File: src/rtl/rect_plotter_pkg.sv
// rect_plotter_pkg: screen geometry, coordinate/colour widths and colour constants
package rect_plotter_pkg;
  localparam int SCREEN_W = 160;
  localparam int SCREEN_H = 120;
  localparam int X_W = 8;
  localparam int Y_W = 7;
  localparam int C_W = 3;
  localparam logic [C_W-1:0] BLACK = 3'd0;
  localparam logic [C_W-1:0] WHITE = 3'd7;
endpackage

File: src/rtl/rect_plotter_raster_counter.sv
// raster_counter: raster-order column/row counter with wrap and last-pixel flags
module raster_counter
  import rect_plotter_pkg::*;
(
  input  logic           clk,
  input  logic           resetn,
  input  logic           clr,
  input  logic           en,
  input  logic [X_W-1:0] w,
  input  logic [Y_W-1:0] h,
  output logic [X_W-1:0] cx,
  output logic [Y_W-1:0] cy,
  output logic           wrap,
  output logic           last
);
  assign wrap = cx == w - X_W'(1);
  assign last = wrap && cy == h - Y_W'(1);
  // step one pixel per enabled cycle, wrapping to the next row at the right edge
  always_ff @(posedge clk or negedge resetn)
    if (!resetn) begin
      cx <= '0;
      cy <= '0;
    end else if (clr) begin
      cx <= '0;
      cy <= '0;
    end else if (en) begin
      cx <= wrap ? '0 : cx + X_W'(1);
      cy <= wrap ? cy + Y_W'(1) : cy;
    end
endmodule

File: src/rtl/rect_plotter.sv
// rect_plotter: fills a rectangle on the VGA adapter, one pixel per cycle, clipping off-screen pixels
module rect_plotter
  import rect_plotter_pkg::*;
#(
  parameter int SCREEN_W = rect_plotter_pkg::SCREEN_W,
  parameter int SCREEN_H = rect_plotter_pkg::SCREEN_H
) (
  input  logic           clk,
  input  logic           resetn,
  input  logic           start,
  input  logic           abort,
  input  logic [X_W-1:0] x_in,
  input  logic [Y_W-1:0] y_in,
  input  logic [X_W-1:0] w_in,
  input  logic [Y_W-1:0] h_in,
  input  logic [C_W-1:0] colour_in,
  output logic           busy,
  output logic           done,
  output logic [X_W-1:0] vga_x,
  output logic [Y_W-1:0] vga_y,
  output logic [C_W-1:0] vga_colour,
  output logic           vga_plot
);
  typedef enum logic [1:0] {IDLE, DRAW, DONE} state_t;
  state_t state, state_nx;
  logic [X_W-1:0] x0, w0, cx, hx;
  logic [Y_W-1:0] y0, h0, cy, hy;
  logic [C_W-1:0] c0, hc;
  logic [X_W:0] sx;
  logic [Y_W:0] sy;
  logic accept, draw, wrap, last;
  assign accept = state == IDLE && start && !abort;
  assign draw = state == DRAW;
  assign sx = {1'b0, x0} + {1'b0, cx};
  assign sy = {1'b0, y0} + {1'b0, cy};
  raster_counter u_cnt (
    .clk(clk), .resetn(resetn), .clr(accept), .en(draw),
    .w(w0), .h(h0), .cx(cx), .cy(cy), .wrap(wrap), .last(last)
  );
  // state register
  always_ff @(posedge clk or negedge resetn)
    if (!resetn) state <= IDLE;
    else state <= state_nx;
  // next state: zero-sized requests skip straight to DONE, abort beats everything
  always_comb
    state_nx = state == IDLE ? (accept ? ((w_in == '0 || h_in == '0) ? DONE : DRAW) : IDLE) :
               state == DRAW ? (abort ? IDLE : last ? DONE : DRAW) : IDLE;
  // outputs: live coordinates while drawing, held coordinates otherwise
  always_comb begin
    busy = state != IDLE;
    done = state == DONE;
    vga_plot = draw && sx < (X_W+1)'(SCREEN_W) && sy < (Y_W+1)'(SCREEN_H);
    vga_x = draw ? sx[X_W-1:0] : hx;
    vga_y = draw ? sy[Y_W-1:0] : hy;
    vga_colour = draw ? c0 : hc;
  end
  // capture the request so later input changes cannot disturb the draw
  always_ff @(posedge clk or negedge resetn)
    if (!resetn) begin
      x0 <= '0;
      y0 <= '0;
      w0 <= '0;
      h0 <= '0;
      c0 <= '0;
    end else if (accept) begin
      x0 <= x_in;
      y0 <= y_in;
      w0 <= w_in;
      h0 <= h_in;
      c0 <= colour_in;
    end
  // remember the last driven pixel so the adapter bus is stable outside DRAW
  always_ff @(posedge clk or negedge resetn)
    if (!resetn) begin
      hx <= '0;
      hy <= '0;
      hc <= '0;
    end else if (draw) begin
      hx <= sx[X_W-1:0];
      hy <= sy[Y_W-1:0];
      hc <= c0;
    end
endmodule

File: config.mk
export PLATFORM = sky130hd
export DESIGN_NAME = rect_plotter
export DESIGN_NICKNAME = d
export VERILOG_FILES = /design/src/rtl/rect_plotter_pkg.sv /design/src/rtl/rect_plotter_raster_counter.sv /design/src/rtl/rect_plotter.sv
export SDC_FILE = /design/constraint.sdc
export NUM_CORES = 1
export LEC_CHECK = 0
export BUFFER_PORTS_ARGS = -buffer_cell sky130_fd_sc_hd__buf_2
export CORE_UTILIZATION = 36
export DETAILED_ROUTE_END_ITERATION = 7
export SLEW_MARGIN = 5
export SYNTH_ARGS = -nofsm -noshare
export SYNTH_HDL_FRONTEND = slang
export SYNTH_HIERARCHICAL = 1
export SYNTH_SLANG_ARGS = --single-unit
File: constraint.sdc
create_clock -name clk -period 6.3 [get_ports clk]
set_input_delay 1.575 -clock clk [delete_from_list [all_inputs] [get_ports clk]]
set_output_delay 1.575 -clock clk [all_outputs]
set_load 0.02 [all_outputs]
==> results of run 1 <==
==> critical path: cells and delay by family, from the launching register on <==
kind	cells	cell delay, ns
adders and majority gates	2	0.64
AOI/OAI and AO/OA	2	0.39
muxes	1	0.10
buffers and inverters	2	0.25
and+or+nand+nor	2	0.74
DFF	1	0.50
==> area by class of cell <==
class / instances / area (um^2) / area share [%]
well taps: 140 / 175 / 3.75
clock buffers: 10 / 138 / 2.94
flip-flops and latches: 68 / 1700 / 36.4
inverters: 17 / 63.8 / 1.36
clock inverters: 6 / 111 / 2.38
multi-input cells: 288 / 2180 / 46.6
repair buffers: 60 / 308 / 6.58
==> cell usage after synthesis (all sizes together) (3+ instances only) <==
library cell / instances
a211oi: 9
a21o: 5
a21oi: 16
a31oi: 4
buf: 5
clkbuf: 14
dfrtp: 68
ha: 19
inv: 17
mux2: 41
nand2: 29
nand2b: 6
nand3: 13
nand4b: 3
nor2: 20
nor3: 9
nor3b: 4
nor4: 3
o211ai: 4
o21ai: 20
o31ai: 5
o41ai: 3
or3: 3
or4: 8
xnor2: 17
xor2: 9
==> per-stage QoR <==
stage	power, uW	instance area [um^2]
floorplan	1100	4030
global placement	1270	4430
detailed placement	1290	4430
CTS	1750	4680
global route	1850	4680
finish	1720	4680
==> power groups by stage <==
| stage | Combinational [uW] | Clock [uW] | Sequential [uW] |
|---|---|---|---|
| 6_report | 632 | 450 | 642 |
| 5_1_grt | 708 | 477 | 662 |
| 4_1_cts | 640 | 464 | 644 |
| 3_5_place_dp | 635 | 0 | 652 |
| 3_3_place_gp | 624 | 0 | 647 |
| 2_1_floorplan | 488 | 0 | 617 |
==> cell families after synthesis <==
group / after synthesis / synth area share [%]
DFF: 68 / 42.2
and+or+nand+nor: 116 / 15.5
AOI/OAI and AO/OA: 83 / 14.2
buffers and inverters: 36 / 3.76
adders and majority gates: 21 / 6.90
muxes: 42 / 11.7
xor gates and xnor gates: 26 / 5.65
==> layer usage <==
layer | up-vias | global-route usage, % | share of wire [%]
met3 | 12 | 3.09 | 2.9
met2 | 49 | 27.5 | 49
met1 | 1479 | 21.5 | 47
met5 | - | 0 | 0
met4 | 0 | 7.14 | 1.5
li1 | 1544 | - | -
==> final timing paths <==
path | from | endpoint | slack, ns | depth (start not counted)
setup / recovery | u_cnt/cx[0]$_DFFE_PN0P_ | vga_plot | 1.76 | 9
hold / removal | hx[3]$_DFF_PN0_ | hx[3]$_DFF_PN0_ | 0.48 | 2
setup reg to reg | w0[0]$_DFFE_PN0P_ | u_cnt/cy[4]$_DFFE_PN0P_ | 3.10 | 8
hold reg to reg | hx[3]$_DFF_PN0_ | hx[3]$_DFF_PN0_ | 0.48 | 2
max in group asynchronous | resetn | y0[1]$_DFFE_PN0P_ | 4.31 | 2
min in group asynchronous | resetn | hy[4]$_DFF_PN0_ | 1.41 | 2
==> sequential cells by signal (all words and copies together), names as in the netlist <==
register  cells
hy            7
u_cnt/cx      8
h0            7
x0            8
hx            8
state         2
u_cnt/cy      7
y0            7
w0            8
c0            3
hc            3
==> results.md, run 1 <==
* Status: complete, no violations
* CTS tree: yes
* Clk Tree Root Cell: clkbuf_8
* Tot GR Track Use at 16.7%
* Min cycle time layout at 4.54 ns
* Nature of the critical path endpoint: output pin
* Leakage at 0.00204 uW
* Die Ht at 108 um
* Peak supply drop at 189 uV
* Avg Inst Size Synth at 10.3 um^2
* CP max FO at 8
* Slew Viols, Final at 0
* Worst-Skew Late Latency at 0.35 ns
* Global-route wire length before repair at 15100 um
* Post-Synthesis Cells at 392
* Clock power share at 26.1%
* Via-to-Cell Ratio at 5.24
* PortBufs at 57
* Synth Net Count at 450
* Clk sinks at 68
* Startpoint Class: register
* Final period utilization at 72.1%
* Largest net degree at the start of global routing at 69
* Hold Fails Final Rpt at 0
* Post-Layout Cell Count at 589
* CTS Buf Count at 9
* Vias in the first global route at 3174
* Post-synth EDFFs at 0
* Final hold slack at 0.482 ns
* Worst-margin pin slew at 0.866 ns
* Area Growth Syn to Fin at 16.1%
* PD cells at 369 mW/mm^2
* Setup violations, final at 0
* Ys Warns at 6
* CP required at 4.72 ns
* Flop pwr share at 37.2%
* Internal power at 1100 uW
* Hold buffers post-CTS at 0
* IO Pins at 58
* Dpl cells at 573
* CORE AREA at 0.0109 mm^2
* FF+latch count, synth at 68
* Sw Pwr at 620 uW
* CP max stage delay at 0.54 ns
* Netlist cell types at 62
* Iteration-0 DRC Markers at 185
* Worst Path Class, Setup: register to output pin
* DP HPWL at 6460 um
* Synth top area share at 42.2%
* Net Sw Frac at 35.9%
* Slowest CP cell: or4_4
* Commonest non-fill, non-tap cell in the layout: dfrtp_1
* Post-synthesis sequential area ratio at 42.2%
* Routed WL at 8990 um
* Grt total ovfl at 0
* Avg WL per Cell at 15.3 um
* Row Count at 38
* Mapped cell area at 0.00403 mm^2
* Fin Setup TNS at 0 ns
* Initial core utilization at 37.0%
* Critical Path AT at 2.97 ns
* Clock buffer depth at 2
* Die width at 108 um
* H-tree depth at 3
* Max Cap Viol at 0
* PostCTS Resize Cnt at 0
* FILL cells at 1044
* PnR worst setup slack at 1.76 ns
* GP Congestion at 0.785
* Slew margin rel. at 42.3%
* Hold crit path type: register to register
* Routed vias at 3084
* Crit-path cells: ha_1 > inv_1 > fa_1 > nand2b_1 > a21oi_2 > mux2i_1 > or4_4 > a211oi_2 > buf_2
* Combinational share of power at 36.7%
* Remaining DRCs at 0
* Worst-path clk slew at 0.07 ns
* Post-synth top area cell: dfrtp_1
* Worst Skew at 0.0120 ns
* Final net count at 502
* Post-synthesis async set-or-reset flop share at 100%
* Top FF cell, synth: dfrtp_1
* RSZ-0062 raised after global routing: false
* Number of post-CTS setup repair buffers at 0
* Place WS at 2.11 ns
* Final core occ at 43.0%
* Most frequent cells in the layout: dfrtp_1 (68), buf_2 (57), mux2_2 (41)
* DR pass1 iterations at 4
* DIE AREA at 0.0116 mm^2
* Largest cells by area after synthesis: dfrtp_1 (42%), mux2_2 (11%), ha_1 (5.9%)
* Routed Antenna Nets at 0
* Share of post-route cells with drive strength above 1 at 28.1%
* Initial antenna violation count at 0
* Ant diodes at 0
* Max Clk Rate at 220 MHz
No activity file was read; power rests on OpenSTA's default activity.
==> run 2, diff against run 1 <==
--- a/config.mk
+++ b/config.mk
@@ -5,6 +5,7 @@
 export SDC_FILE = /design/constraint.sdc
 export NUM_CORES = 1
 export LEC_CHECK = 0
+export ABC_AREA = 1
 export BUFFER_PORTS_ARGS = -buffer_cell sky130_fd_sc_hd__buf_2
 export CORE_UTILIZATION = 36
 export DETAILED_ROUTE_END_ITERATION = 7
==> constraint.sdc (replaced) <==
create_clock -name clk -period 4.67 [get_ports clk]
set_input_delay 1.1675 -clock clk [delete_from_list [all_inputs] [get_ports clk]]
set_output_delay 1.1675 -clock clk [all_outputs]
set_load 0.02 [all_outputs]
==> results.md, run 2 <==
* Status: complete, no violations (unchanged)
* Post-Synthesis Cells at 525 (was 392)
* Clk Tree Root Cell: clkbuf_8 (unchanged)
* DIE AREA at 0.0117 mm^2 (was 0.0116 mm^2)
* Max Cap Viol at 0 (unchanged)
* Routed WL at 9030 um (was 8990 um)
* GP Congestion at 0.815 (was 0.785)
* Avg Inst Size Synth at 7.71 um^2 (was 10.3 um^2)
* RSZ-0062 raised after global routing: false (unchanged)
* Final net count at 641 (was 502)
* Commonest non-fill, non-tap cell in the layout: nand2_1 (was dfrtp_1)
* Leakage at 0.00254 uW (was 0.00204 uW)
* Buf/Inv on CP at 1 (was 2)
* Avg WL per Cell at 12.4 um (was 15.3 um)
* PD cells at 464 mW/mm^2 (was 369 mW/mm^2)
* Area Growth Syn to Fin at 14.8% (was 16.1%)
* Slowest CP cell: dfrtp_1 (was or4_4)
* Iteration-0 DRC Markers at 198 (was 185)
* Remaining DRCs at 0 (unchanged)
* Via-to-Cell Ratio at 4.64 (was 5.24)
* Share of post-route cells with drive strength above 1 at 16.7% (was 28.1%)
* PostCTS Resize Cnt at 0 (unchanged)
* Clock buffer depth at 2 (unchanged)
* PortBufs at 57 (unchanged)
* Startpoint Class: register (unchanged)
* Worst path most repeated cell: nor2_1
* Mapped cell area at 0.00405 mm^2 (was 0.00403 mm^2)
* DP HPWL at 6670 um (was 6460 um)
* Final period utilization at 74.0%
* Cell family with most CP delay: adder cells (was simple AND/OR/NAND/NOR gates)
* Routed Antenna Nets at 0 (unchanged)
* Seq. cell area at 0.00170 mm^2 (unchanged)
* IO Pins at 58 (unchanged)
* Fin Setup TNS at 0 ns (unchanged)
* CTS tree: yes (unchanged)
* Reg-to-reg slack, setup at 2.36 ns (was 3.10 ns)
* Largest net degree at the start of global routing at 48 (was 69)
* Min cycle time layout at 3.46 ns
* Row Count at 38 (unchanged)
* Most frequent cells in the layout: nand2_1 (188), dfrtp_1 (68), buf_2 (57) (was dfrtp_1 (68), buf_2 (57), mux2_2 (41))
* Peak supply drop at 191 uV (was 189 uV)
* Reg2reg end: u_cnt/cx[2]$_DFFE_PN0P_ (was u_cnt/cy[4]$_DFFE_PN0P_)
* Crit-path cells: ha_1 > fa_1 > nand3_1 > nand2_1 > xnor2_1 > nor2_1 > nand2_1 > nor2_1 > nor2_1 > buf_2 (was ha_1 > inv_1 > fa_1 > nand2b_1 > a21oi_2 > mux2i_1 > or4_4 > a211oi_2 > buf_2)
* Worst-margin pin slew at 0.787 ns (was 0.866 ns)
* Hold crit path type: register to register (unchanged)
* Number of post-CTS setup repair buffers at 0 (unchanged)
* DR pass1 iterations at 4 (unchanged)
* Reg2Reg Depth at 8 (unchanged)
* H-tree depth at 3 (unchanged)
* Grt total ovfl at 0 (unchanged)
* Initial core utilization at 37.2% (was 37.0%)
* Slew margin rel. at 47.6% (was 42.3%)
* CP required at 3.50 ns (was 4.72 ns)
* Worst-Skew Late Latency at 0.34 ns (was 0.35 ns)
* Routed vias at 3379 (was 3084)
* Final hold slack at 0.469 ns (was 0.482 ns)
* Clk sinks at 68 (unchanged)
* Vias in the first global route at 3256 (was 3174)
* Die Ht at 108 um (about the same)
* Nature of the critical path endpoint: output pin (unchanged)
* Hold Path Depth at 2 (unchanged)
* R2R Path Start: state[0]$_DFF_PN0_ (was w0[0]$_DFFE_PN0P_)
* Tot GR Track Use at 16.6% (was 16.7%)
* Worst-path clk slew at 0.08 ns (was 0.07 ns)
* Hold Fails Final Rpt at 0 (unchanged)
* Setup violations, final at 0 (unchanged)
* CORE AREA at 0.0109 mm^2 (unchanged)
* Multi-input logic area at 0.00203 mm^2 (was 0.00218 mm^2)
* Worst Path Class, Setup: register to output pin (unchanged)
* CP max stage delay at 0.46 ns (was 0.54 ns)
* Critical Path AT at 2.29 ns (was 2.97 ns)
* Hold_sp: hy[1]$_DFF_PN0_ (was hx[3]$_DFF_PN0_)
* Global-route wire length before repair at 15000 um (was 15100 um)
* CTS Buf Count at 9 (unchanged)
* Worst Skew at 0.0111 ns (was 0.0120 ns)
* FILL cells at 1143 (was 1044)
* CP max FO at 8 (unchanged)
* Min-Delay Endpoint: hy[1]$_DFF_PN0_ (was hx[3]$_DFF_PN0_)
* Initial antenna violation count at 0 (unchanged)
* Hold buffers post-CTS at 0 (unchanged)
* Synth Net Count at 583 (was 450)
* Ant diodes at 0 (unchanged)
* Die width at 108 um (about the same)
* Ys Warns at 6 (unchanged)
* Max Clk Rate at 289 MHz
* Slew Viols, Final at 0 (unchanged)
-- run 2: metrics by stage --
step	instances	setup WS (ns)	util, %	power, uW	cell area [um^2]
6_report	728	1.21	42.7	2160	4650
3_3_place_gp	712	1.64	40.8	1670	4440
4_1_cts	728	1.18	42.7	2190	4650
3_5_place_dp	712	1.57	40.8	1680	4440
2_1_floorplan	525	1.63	-	1460	4050
5_1_grt	728	0.957	42.7	2350	4650
-- run 2: cell type report --
class	instances	area share, %
Multi-Input combinational cell	382	43.6
Inverter	62	5.01
Clock inverter	6	1.37
Tap cell	140	3.77
Sequential cell	68	36.6
Clock buffer	10	2.96
Timing Repair Buffer	60	6.63
-- run 2: worst register-to-register path, delay by kind of cell (launching register included) --
family | cells | cell delay [ns]
simple gates | 4 | 0.87
buf+inv | 2 | 0.75
flops | 1 | 0.40
compound gates | 2 | 0.22
-- run 2: power by group --
| part | internal (uW) | leakage, uW | total, uW | switching, uW |
|---|---|---|---|---|
| logic | 310 | 0.00158 | 812 | 502 |
| registers | 734 | 0.000864 | 857 | 123 |
| clock network | 260 | 0.0000983 | 489 | 229 |
| total | 1300 | 0.00254 | 2160 | 854 |
-- run 2: per-layer routing --
| metal | vias up | GRT usage, % | part of all wire (%) |
|---|---|---|---|
| met1 | 1532 | 22.9 | 50 |
| met4 | 0 | 4.50 | 0.63 |
| met2 | 77 | 25.8 | 44 |
| met3 | 5 | 4.10 | 5.4 |
| li1 | 1765 | - | - |
| met5 | - | 0 | 0 |
-- run 2: worst max-delay path by stage --
stage | start | endpoint | slack (ns) | cells after the start
floorplan | u_cnt/cx[0]$_DFFE_PN0P_ | vga_x[4] | 1.63 | 9
global placement | u_cnt/cy[0]$_DFFE_PN0P_ | vga_plot | 1.64 | 10
detailed placement | u_cnt/cy[0]$_DFFE_PN0P_ | vga_plot | 1.57 | 10
CTS | u_cnt/cy[0]$_DFFE_PN0P_ | vga_plot | 1.18 | 10
global route | u_cnt/cx[0]$_DFFE_PN0P_ | vga_plot | 0.96 | 13
finish | u_cnt/cy[0]$_DFFE_PN0P_ | vga_plot | 1.21 | 10
==> run 3, diff against run 2 <==
==> constraint.sdc (replaced) <==
create_clock -name clk -period 3 [get_ports clk]
set_input_delay 0.75 -clock clk [delete_from_list [all_inputs] [get_ports clk]]
set_output_delay 0.75 -clock clk [all_outputs]
set_load 0.02 [all_outputs]
==> results.md, run 3 (same netlist as run 2, synthesis figures left out) <==
* CORE AREA at 0.0109 mm^2 (unchanged)
* Worst Skew at 0.00938 ns (was 0.0111 ns)
* Avg WL per Cell at 12.2 um (was 12.4 um)
* Global-route wire length before repair at 14800 um (was 15000 um)
* DR pass1 iterations at 5 (was 4)
* Status: complete, no violations (unchanged)
* Final net count at 644 (was 641)
* Startpoint Class: register (unchanged)
* Most frequent cells in the layout: nand2_1 (187), dfrtp_1 (60), buf_2 (56) (was nand2_1 (188), dfrtp_1 (68), buf_2 (57))
* Row Count at 38 (unchanged)
* PD cells at 724 mW/mm^2 (was 464 mW/mm^2)
* CTS Buf Count at 9 (unchanged)
* Routed Antenna Nets at 0 (unchanged)
* Setup violations, final at 0 (unchanged)
* RSZ-0062 raised after global routing: true (was false)
* Hold Fails Final Rpt at 0 (unchanged)
* Area Growth Syn to Fin at 18.1% (was 14.8%)
* Leakage at 0.00254 uW (about the same)
* PortBufs at 57 (unchanged)
* Clk sinks at 68 (unchanged)
* Grt total ovfl at 0 (unchanged)
* Hold crit path type: input pin to async pin (was register to register)
* Max Cap Viol at 0 (unchanged)
* Die Ht at 108 um (unchanged)
* GP Congestion at 0.859 (was 0.815)
* H-tree depth at 3 (unchanged)
* CP max FO at 4 (was 8)
* Final period utilization at 96.3%
* Tot GR Track Use at 16.6% (about the same)
* Ant diodes at 0 (unchanged)
* Initial core utilization at 37.2% (unchanged)
* Die width at 108 um (unchanged)
* Slew Viols, Final at 0 (unchanged)
* Via-to-Cell Ratio at 4.69 (was 4.64)
* Critical Path AT at 2.14 ns (was 2.29 ns)
* Worst-margin pin slew at 0.685 ns (was 0.787 ns)
* Clock buffer depth at 2 (unchanged)
* Final hold slack at 0.433 ns (was 0.469 ns)
* Min cycle time layout at 2.89 ns
* Fin Setup TNS at 0 ns (unchanged)
* Routed WL at 8910 um (was 9030 um)
* IO Pins at 58 (unchanged)
* Worst-Skew Late Latency at 0.35 ns (was 0.34 ns)
* Routed vias at 3429 (was 3379)
* Vias in the first global route at 3216 (was 3256)
* Seq. cell area at 0.00171 mm^2 (was 0.00170 mm^2)
* Multi-input logic area at 0.00211 mm^2 (was 0.00203 mm^2)
* Remaining DRCs at 0 (unchanged)
* CTS tree: yes (unchanged)
* Max Clk Rate at 346 MHz
* Nature of the critical path endpoint: output pin (unchanged)
* Initial antenna violation count at 0 (unchanged)
* Clk Tree Root Cell: clkbuf_8 (unchanged)
* Worst Path Class, Setup: register to output pin (unchanged)
* CP required at 2.25 ns (was 3.50 ns)
* Commonest non-fill, non-tap cell in the layout: nand2_1 (unchanged)
* FILL cells at 1119 (was 1143)
* Worst-path clk slew at 0.07 ns (was 0.08 ns)
* Slew margin rel. at 54.3% (was 47.6%)
* DP HPWL at 6530 um (was 6670 um)
* Peak supply drop at 262 uV (was 191 uV)
* DIE AREA at 0.0117 mm^2 (unchanged)
* Share of post-route cells with drive strength above 1 at 20.6% (was 16.7%)
* Iteration-0 DRC Markers at 217 (was 198)
* Largest net degree at the start of global routing at 48 (unchanged)
==> run 3: cell types whose count changed in the layout (fill, tap and decap cells not counted), sizes merged <==
cell / before / now
buf: 60 / 63
clkinvlp: 2 / 1
clkinv: 6 / 5
clkbuf: 10 / 12
==> run 3: through the flow <==
stage / utilization (%) / total power [uW] / area, um^2 / instances / setup WS, ns
after floorplan: - / 2270 / 4050 / 525 / 0.381
after global placement: 41.0 / 2590 / 4460 / 713 / 0.356
after detailed placement: 41.0 / 2620 / 4460 / 713 / 0.307
after CTS: 43.0 / 3440 / 4680 / 730 / 0.0254
after global routing: 43.9 / 3740 / 4780 / 731 / -0.00326
final: 43.9 / 3460 / 4780 / 731 / 0.110
==> run 3: layout make-up <==
class,instances,share of cell area [%]
clock buffer,12,3.25
inverter,62,4.87
clock inverter,4,0.995
timing repair buffer,63,7.23
sequential,68,35.8
multi-input combinational,382,44.2
tap,140,3.67
==> run 3: metal layers <==
layer | up-vias | GRT usage [%] | share of wire [%]
li1 | 1769 | - | -
met1 | 1571 | 22.2 | 50
met2 | 76 | 25.3 | 43
met3 | 13 | 3.01 | 5.0
met4 | 0 | 8.81 | 2.1
met5 | - | 0 | 0
==> run 3: worst paths after layout <==
path	startpoint	endpoint	slack, ns	depth (start not counted)
worst min-delay path	resetn	h0[3]$_DFFE_PN0P_	0.43	1
worst max-delay path	y0[0]$_DFFE_PN0P_	vga_plot	0.11	10
max in group asynchronous	resetn	hy[2]$_DFF_PN0_	1.91	2
worst max register to register	state[0]$_DFF_PN0_	u_cnt/cx[7]$_DFFE_PN0P_	0.87	8
worst min register to register	hc[2]$_DFF_PN0_	hc[2]$_DFF_PN0_	0.47	2
min in group clk	hc[2]$_DFF_PN0_	hc[2]$_DFF_PN0_	0.47	2
==> run 3: report_power, final <==
part / internal, uW / leakage [uW] / switching (uW)
clock: 427 / 0.000102 / 358
combinational: 536 / 0.00159 / 805
sequential: 1150 / 0.000852 / 184
==> run 3: repair_timing <==
| item | in CTS | in global routing |
|---|---|---|
| pin swaps | 0 | 3 |
| resized for setup | 3 | 21 |
| endpoints found under the setup margin | 3 | 4 |
| gates cloned | 0 | 0 |
| hold buffers | 0 | 0 |
| setup buffers | 1 | 1 |
==> run 3: critical path, stage by stage (launching register included) <==
cell and delay, ns:
dfrtp_1 0.39, ha_2 0.21, fa_2 0.43, nand3_2 0.09
nand2_2 0.07, xnor2_2 0.14, nor2_1 0.08, nand2_1 0.08
nor2_2 0.12, nor2_2 0.04, buf_4 0.15
